===== config.mk =====
export PLATFORM = sky130hd
export DESIGN_NAME = unidade_controle_jogo
export DESIGN_NICKNAME = d
export VERILOG_FILES = /design/src/rtl/unidade_controle_jogo_pkg.sv /design/src/rtl/unidade_controle_jogo_detector_borda.sv /design/src/rtl/unidade_controle_jogo.sv
export SDC_FILE = /design/constraint.sdc
export NUM_CORES = 1
export LEC_CHECK = 0
export BUFFER_PORTS_ARGS = -buffer_cell sky130_fd_sc_hd__buf_2
export CAP_MARGIN = 20
export CORE_AREA = 2 2 51 53
export CTS_CLUSTER_DIAMETER = 150
export DETAILED_ROUTE_END_ITERATION = 10
export DIE_AREA = 0 0 53 55
export PLACE_DENSITY = 0.74
export REMOVE_ABC_BUFFERS = 1
export SYNTH_ARGS = -nofsm -noshare
export SYNTH_HDL_FRONTEND = slang
export SYNTH_HIERARCHICAL = 1
export SYNTH_SLANG_ARGS = --single-unit

===== constraint.sdc =====
create_clock -name clock -period 1.6 [get_ports clock]
set_input_delay 0.24 -clock clock [delete_from_list [all_inputs] [get_ports clock]]
set_output_delay 0.24 -clock clock [all_outputs]
set_load 0.01 [all_outputs]

===== src/rtl/unidade_controle_jogo_pkg.sv =====
// unidade_controle_jogo_pkg: state codes of the memory-game controller, shared with the datapath display decode and benches.
package unidade_controle_jogo_pkg;

    typedef enum logic [3:0] {
        INICIAL     = 4'h0,
        PREPARA     = 4'h1,
        NOVA_SEQ    = 4'h2,
        ESPERA      = 4'h3,
        REGISTRA    = 4'h4,
        COMPARA     = 4'h5,
        PROX_JOGADA = 4'h6,
        PROX_SEQ    = 4'h7,
        FIM_ACERTO  = 4'hA,
        FIM_TIMEOUT = 4'hD,
        FIM_ERRO    = 4'hE
    } estado_t;

endpackage


===== src/rtl/unidade_controle_jogo_detector_borda.sv =====
// detector_borda: one-cycle pulse on each rising edge of sinal.
module detector_borda (
    input  logic clock,
    input  logic reset,
    input  logic sinal,
    output logic pulso
);

    logic sinal_q;

    always_ff @(posedge clock or negedge reset)
        if (!reset) sinal_q <= 1'b0;
        else        sinal_q <= sinal;

    assign pulso = sinal & ~sinal_q;

endmodule


===== src/rtl/unidade_controle_jogo.sv =====
// unidade_controle_jogo: Moore FSM sequencing the memory-game datapath through rounds of growing length.
module unidade_controle_jogo
    import unidade_controle_jogo_pkg::*;
#(
    parameter int TIMEOUT_CICLOS = 3000,
    parameter int CNT_W          = 12
) (
    input  logic       clock,
    input  logic       reset,
    input  logic       jogar,
    input  logic       tem_jogada,
    input  logic       jogada_igual_memoria,
    input  logic       endereco_igual_sequencia,
    input  logic       fim_s,
    output logic       zera_e,
    output logic       conta_e,
    output logic       zera_s,
    output logic       conta_s,
    output logic       zera_r,
    output logic       registra_r,
    output logic       pronto,
    output logic       ganhou,
    output logic       perdeu,
    output logic       db_timeout,
    output logic [3:0] db_estado
);

    estado_t          estado, proximo;
    logic [CNT_W-1:0] cnt;
    logic             evt, timeout;

    detector_borda u_borda (
        .clock (clock),
        .reset (reset),
        .sinal (tem_jogada),
        .pulso (evt)
    );

    assign timeout = (TIMEOUT_CICLOS != 0) && (cnt == CNT_W'(TIMEOUT_CICLOS - 1));

    // Counter only runs in ESPERA, so every entry there starts from zero.
    always_ff @(posedge clock or negedge reset)
        if (!reset) begin
            estado <= INICIAL;
            cnt    <= '0;
        end else begin
            estado <= proximo;
            cnt    <= (estado == ESPERA) ? cnt + CNT_W'(1) : '0;
        end

    always_comb begin
        proximo = INICIAL;
        case (estado)
            INICIAL:     proximo = jogar ? PREPARA : INICIAL;
            PREPARA:     proximo = NOVA_SEQ;
            NOVA_SEQ:    proximo = ESPERA;
            ESPERA:      proximo = evt ? REGISTRA : timeout ? FIM_TIMEOUT : ESPERA;
            REGISTRA:    proximo = COMPARA;
            COMPARA:     proximo = !jogada_igual_memoria ? FIM_ERRO :
                                   !endereco_igual_sequencia ? PROX_JOGADA :
                                   fim_s ? FIM_ACERTO : PROX_SEQ;
            PROX_JOGADA: proximo = ESPERA;
            PROX_SEQ:    proximo = NOVA_SEQ;
            FIM_ACERTO, FIM_TIMEOUT, FIM_ERRO:
                         proximo = jogar ? PREPARA : estado;
            default:     proximo = INICIAL;
        endcase
    end

    assign zera_e     = (estado == PREPARA) || (estado == NOVA_SEQ);
    assign conta_e    = (estado == PROX_JOGADA);
    assign zera_s     = (estado == PREPARA);
    assign conta_s    = (estado == PROX_SEQ);
    assign zera_r     = (estado == PREPARA);
    assign registra_r = (estado == REGISTRA);
    assign pronto     = (estado == FIM_ACERTO) || (estado == FIM_TIMEOUT) || (estado == FIM_ERRO);
    assign ganhou     = (estado == FIM_ACERTO);
    assign perdeu     = (estado == FIM_TIMEOUT) || (estado == FIM_ERRO);
    assign db_timeout = (estado == FIM_TIMEOUT);
    assign db_estado  = estado;

endmodule


==> results <==
- The detailed-route vias per instance is roughly 5.5.
- The post-detailed-route count of antenna-violating nets is 0.
- The routed design uses 130 µm of met3 wire.
- CTS saw 17 sinks.
- The total power density per cell area is 1380 nW/µm².
- The number of top-level pins is 21.
- Of the synthesized area, sequential elements account for 0.417.
- The total length of routed met2 wires is approximately 1200 µm.
- The proportion of layout cells with a drive suffix above 1 is 0.329.
- The top layer reached by signal wires is met4.
- The worst register-to-register path ends at db_estado[0].
- The required time at the worst-slack endpoint is between 1 and 1.5 ns.
- Before antenna repair, the detailed router went through 4 iterations.
- For this run, design rule violations remaining after detail routing come to 0.
- The routed wire length per instance is ~13 µm.
- The worst clock skew on the final layout is 0.00286 ns.
- Clock-pin slew was measured on the worst setup and hold paths at approximately 0.090 ns.
- After detailed routing, the wire length on met1 is 997 µm.
- The final cell area excluding filler cells is ~1300 µm².
- The critical path goes through and2b_1, o21ai_2, inv_1, buf_2.
- At the end of the flow, the number of nets in the layout was approximately 160.
- The area of the placeable core is around 2400 µm².
- The later pin in the worst-skew pair is clocked with a latency of 0.29 ns.
- For this run, the total global-route usage over all layers was measured as 0.185.
- In this run, synthesis inferred 0 flip-flops with an integrated enable.
- The family of cells with the greatest summed delay on the critical path is flip-flops.
- The placer's final routability congestion estimate is about 0.76.
- The hold violation total from the final report was 0.
- The category of the worst setup path launch point is a register.
- In the synthesized netlist the dominant register cell turns out to be dfrtp_1.
- The number of cells on the critical path is 4.
- The switching share of power is 0.391.
- Prior to clock tree synthesis, the placed netlist has a worst setup slack of a little over 0.05 ns.
- The total of warnings raised by yosys is 6.
- The post-route worst setup slack is 0.0283 ns.
- The initial detailed-routing violation count is 29.
- The worst reg2reg path depth is 4.
- The full die area is a little under 3000 µm².
- The tool flagged a number of max-cap violations equal to 0.
- The average cell area after synthesis is 8.79 µm².
- Summed over all nets, the switching power comes to 0.710 mW.
- The total congestion overflow after global routing is 0.
- The internal power is between 1 and 1.5 mW.
- Entering global routing, the biggest net connects 18 pins.
- The final core utilization is 0.555.
- The most critical setup path has its startpoint at db_estado[0].
- The first global-routing pass estimated 3990 µm of wire.
- The instance count of the mapped netlist is 116.
- The flip-flop and latch count after synthesis is 17.
- The peak clock frequency supported by timing is about 0.64 GHz.
- The TritonCTS buffer count is 3.
- The number of buffers on the longest clock path is 2.
- Setup repair after global routing could not meet its margin everywhere.
- Measured against its own limit, the worst slew margin works out to 0.752.
- The fraction of the cycle the final worst path needs is 0.982.
- The number of antenna diodes in the final layout is 0.
- For this run, asynchronously set or reset flops after synthesis account for 1.00.
- The worst setup path is captured at a primary output.
- Wires add up to roughly 2400 µm.
- The source of the worst register-to-register timing path is db_estado[2].
- For this configuration, the core starts out at a cell density of 0.431.
- The critical setup path kind is reg -> out.
- The slowest stage of the critical path belongs to the cell dfrtp_2.
- The die is 53 µm wide.
- The number of input and output port buffers inserted is 20.
- Of the total power, the clock network draws 0.123.
- From bottom edge to top edge, the die measures 55 µm.
- In this run the cell area measured after placement is around 1200 µm².
- TritonCTS built the clock tree.
- The total number of vias is between 900 and 1000.
- At the pin with the least slew margin, the transition time is approximately 0.37 ns.
- The sequential cell fraction of total power is 0.324.
- The worst voltage drop across the vdd grid is about 680 µV.
- The critical path endpoint is pronto.
- The post-layout minimum cycle time is 1.57 ns.
- Row generation in the floorplan step produced 18 rows.
- The share of total power in combinational logic is 0.553.
- The number of different library cells in the post-synthesis netlist is 38.
- The final number of max-transition violations is 0.
- The number of global-route vias before repair is about 960.
- For this design the static power due to leakage is about 0.62 nW.
- The run finished with clean final reports.
- The setup slack of the most critical reg-to-reg path is 0.05 ns.
- The initial antenna violation count was 0.
- The number of buffers and inverters on the critical path is 2.
- The longest individual stage delay on the worst path is between 0.4 and 0.5 ns.
- Setup total negative slack on the finished layout was measured at 0 ns.
- Setup violations remaining at the end of the flow were counted as 0.
- The arrival time at the worst endpoint is 1.33 ns.
- The detailed-placement wirelength estimate is around 1700 µm.
- In this run the number of H-tree levels came out at 1.
- The buffer cell driving the clock tree root is clkbuf_4.
- Along the worst path, the maximum fanout reaches 6.
- The cell area that synthesis handed to floorplanning was roughly 1000 µm².
- The class of the tightest hold or removal check is in -> reg.
- The area growth from synthesis to layout is 28.7%.
## layer usage
| layer | up-vias | GRT usage |
|---|---|---|
| met5 | - | 0 |
| met4 | 0 | 0.0769 |
| met3 | 6 | 0.0188 |
| met2 | 36 | 0.360 |
| met1 | 472 | 0.204 |
| li1 | 470 | - |
## how the worst min path moves through the flow
stage                     depth (start not counted)  slack [ns]        from         endpoint
after global placement                            1        0.17       reset           cnt[9]
after detailed placement                          1        0.18       reset           cnt[9]
after global routing                              1        0.07  tem_jogada  u_borda/sinal_q
after floorplan                                   0       -0.06       reset           cnt[0]
after CTS                                         1        0.07  tem_jogada  u_borda/sinal_q
final                                             1        0.07  tem_jogada  u_borda/sinal_q
## logic make-up after synthesis
group | Yosys count | share of synthesized area
flip-flops | 17 | 0.417
adder cells (fa/ha/maj) | 1 | 0.0123
buffers and inverters | 12 | 0.0589
AO/OA/AOI/OAI | 17 | 0.120
AND/OR/NAND/NOR | 61 | 0.323
XOR/XNOR | 8 | 0.0687
## power groups by stage
| stage | Sequential (mW) | Clock [mW] | Combinational [mW] |
|---|---|---|---|
| final | 0.588 | 0.224 | 1.00 |
| after global routing | 0.603 | 0.246 | 1.10 |
| after CTS | 0.600 | 0.231 | 0.872 |
| after detailed placement | 0.621 | 0 | 0.755 |
| after global placement | 0.612 | 0 | 0.725 |
| after floorplan | 0.628 | 0 | 0.428 |
## stage by stage
step                power [mW]  hold slack, ns  instances
floorplan                 1.06         -0.0556        109
detailed placement        1.38           0.179        166
global placement          1.34           0.173        166
global route              1.95          0.0733        179
CTS                       1.70          0.0718        174
finish                    1.82          0.0744        179
## Yosys cell counts, drive strengths merged, types with 2 or more instances
cell    instances  area [µm²]
a211o           2        17.5
a211oi          3        22.5
a21oi           3        15.0
and3b           2        17.5
buf             5        33.8
clkbuf          2        7.51
dfrtp          17         425
inv             5        18.8
nand2           8        30.0
nand2b          4        32.5
nand3           4        20.0
nor2           22        82.6
nor2b           2        20.0
nor3            8        40.0
nor3b           2        15.0
o21ai           3        15.0
or3             2        12.5
xnor2           7        61.3
## worst reg2reg max path, cell delays in order, from the launching register on
cell and delay, ns:
dfrtp_2 0.47, or4b_1 0.53, o211a_1 0.16, o211ai_1 0.17, a22o_1 0.17
## timing repair
action,4_1_cts,5_1_grt
pin swaps,0,1
hold buffers,1,0
endpoints found under the setup margin,7,8
gates resized for setup,4,7
setup buffers,3,5
hold endpoints to repair,17,0
## cells in the final DEF, fill, tap and decap left out, types with 3 or more instances in the layout
master    count
nand2_1       8
inv_1         5
buf_4        13
nor2_1       22
clkbuf_4      3
dfrtp_2       3
a21oi_1       3
a211oi_1      3
buf_2        20
nand3_1       4
xnor2_1       7
dfrtp_1      14
nor3_1        7
## registers in the layout, summed over array words and instances (netlist names)
signal / flops
cnt: 12
db_estado: 4
u_borda/sinal_q: 1
## final cells by class
type	instances	area, µm²
clock buffers	4	26.3
multi-input cells	87	562
repair buffers	36	239
flip-flops and latches	17	429
inverters	5	18.8
fillers	221	1050
well taps	30	37.5
(Power assumes the default switching activity.)
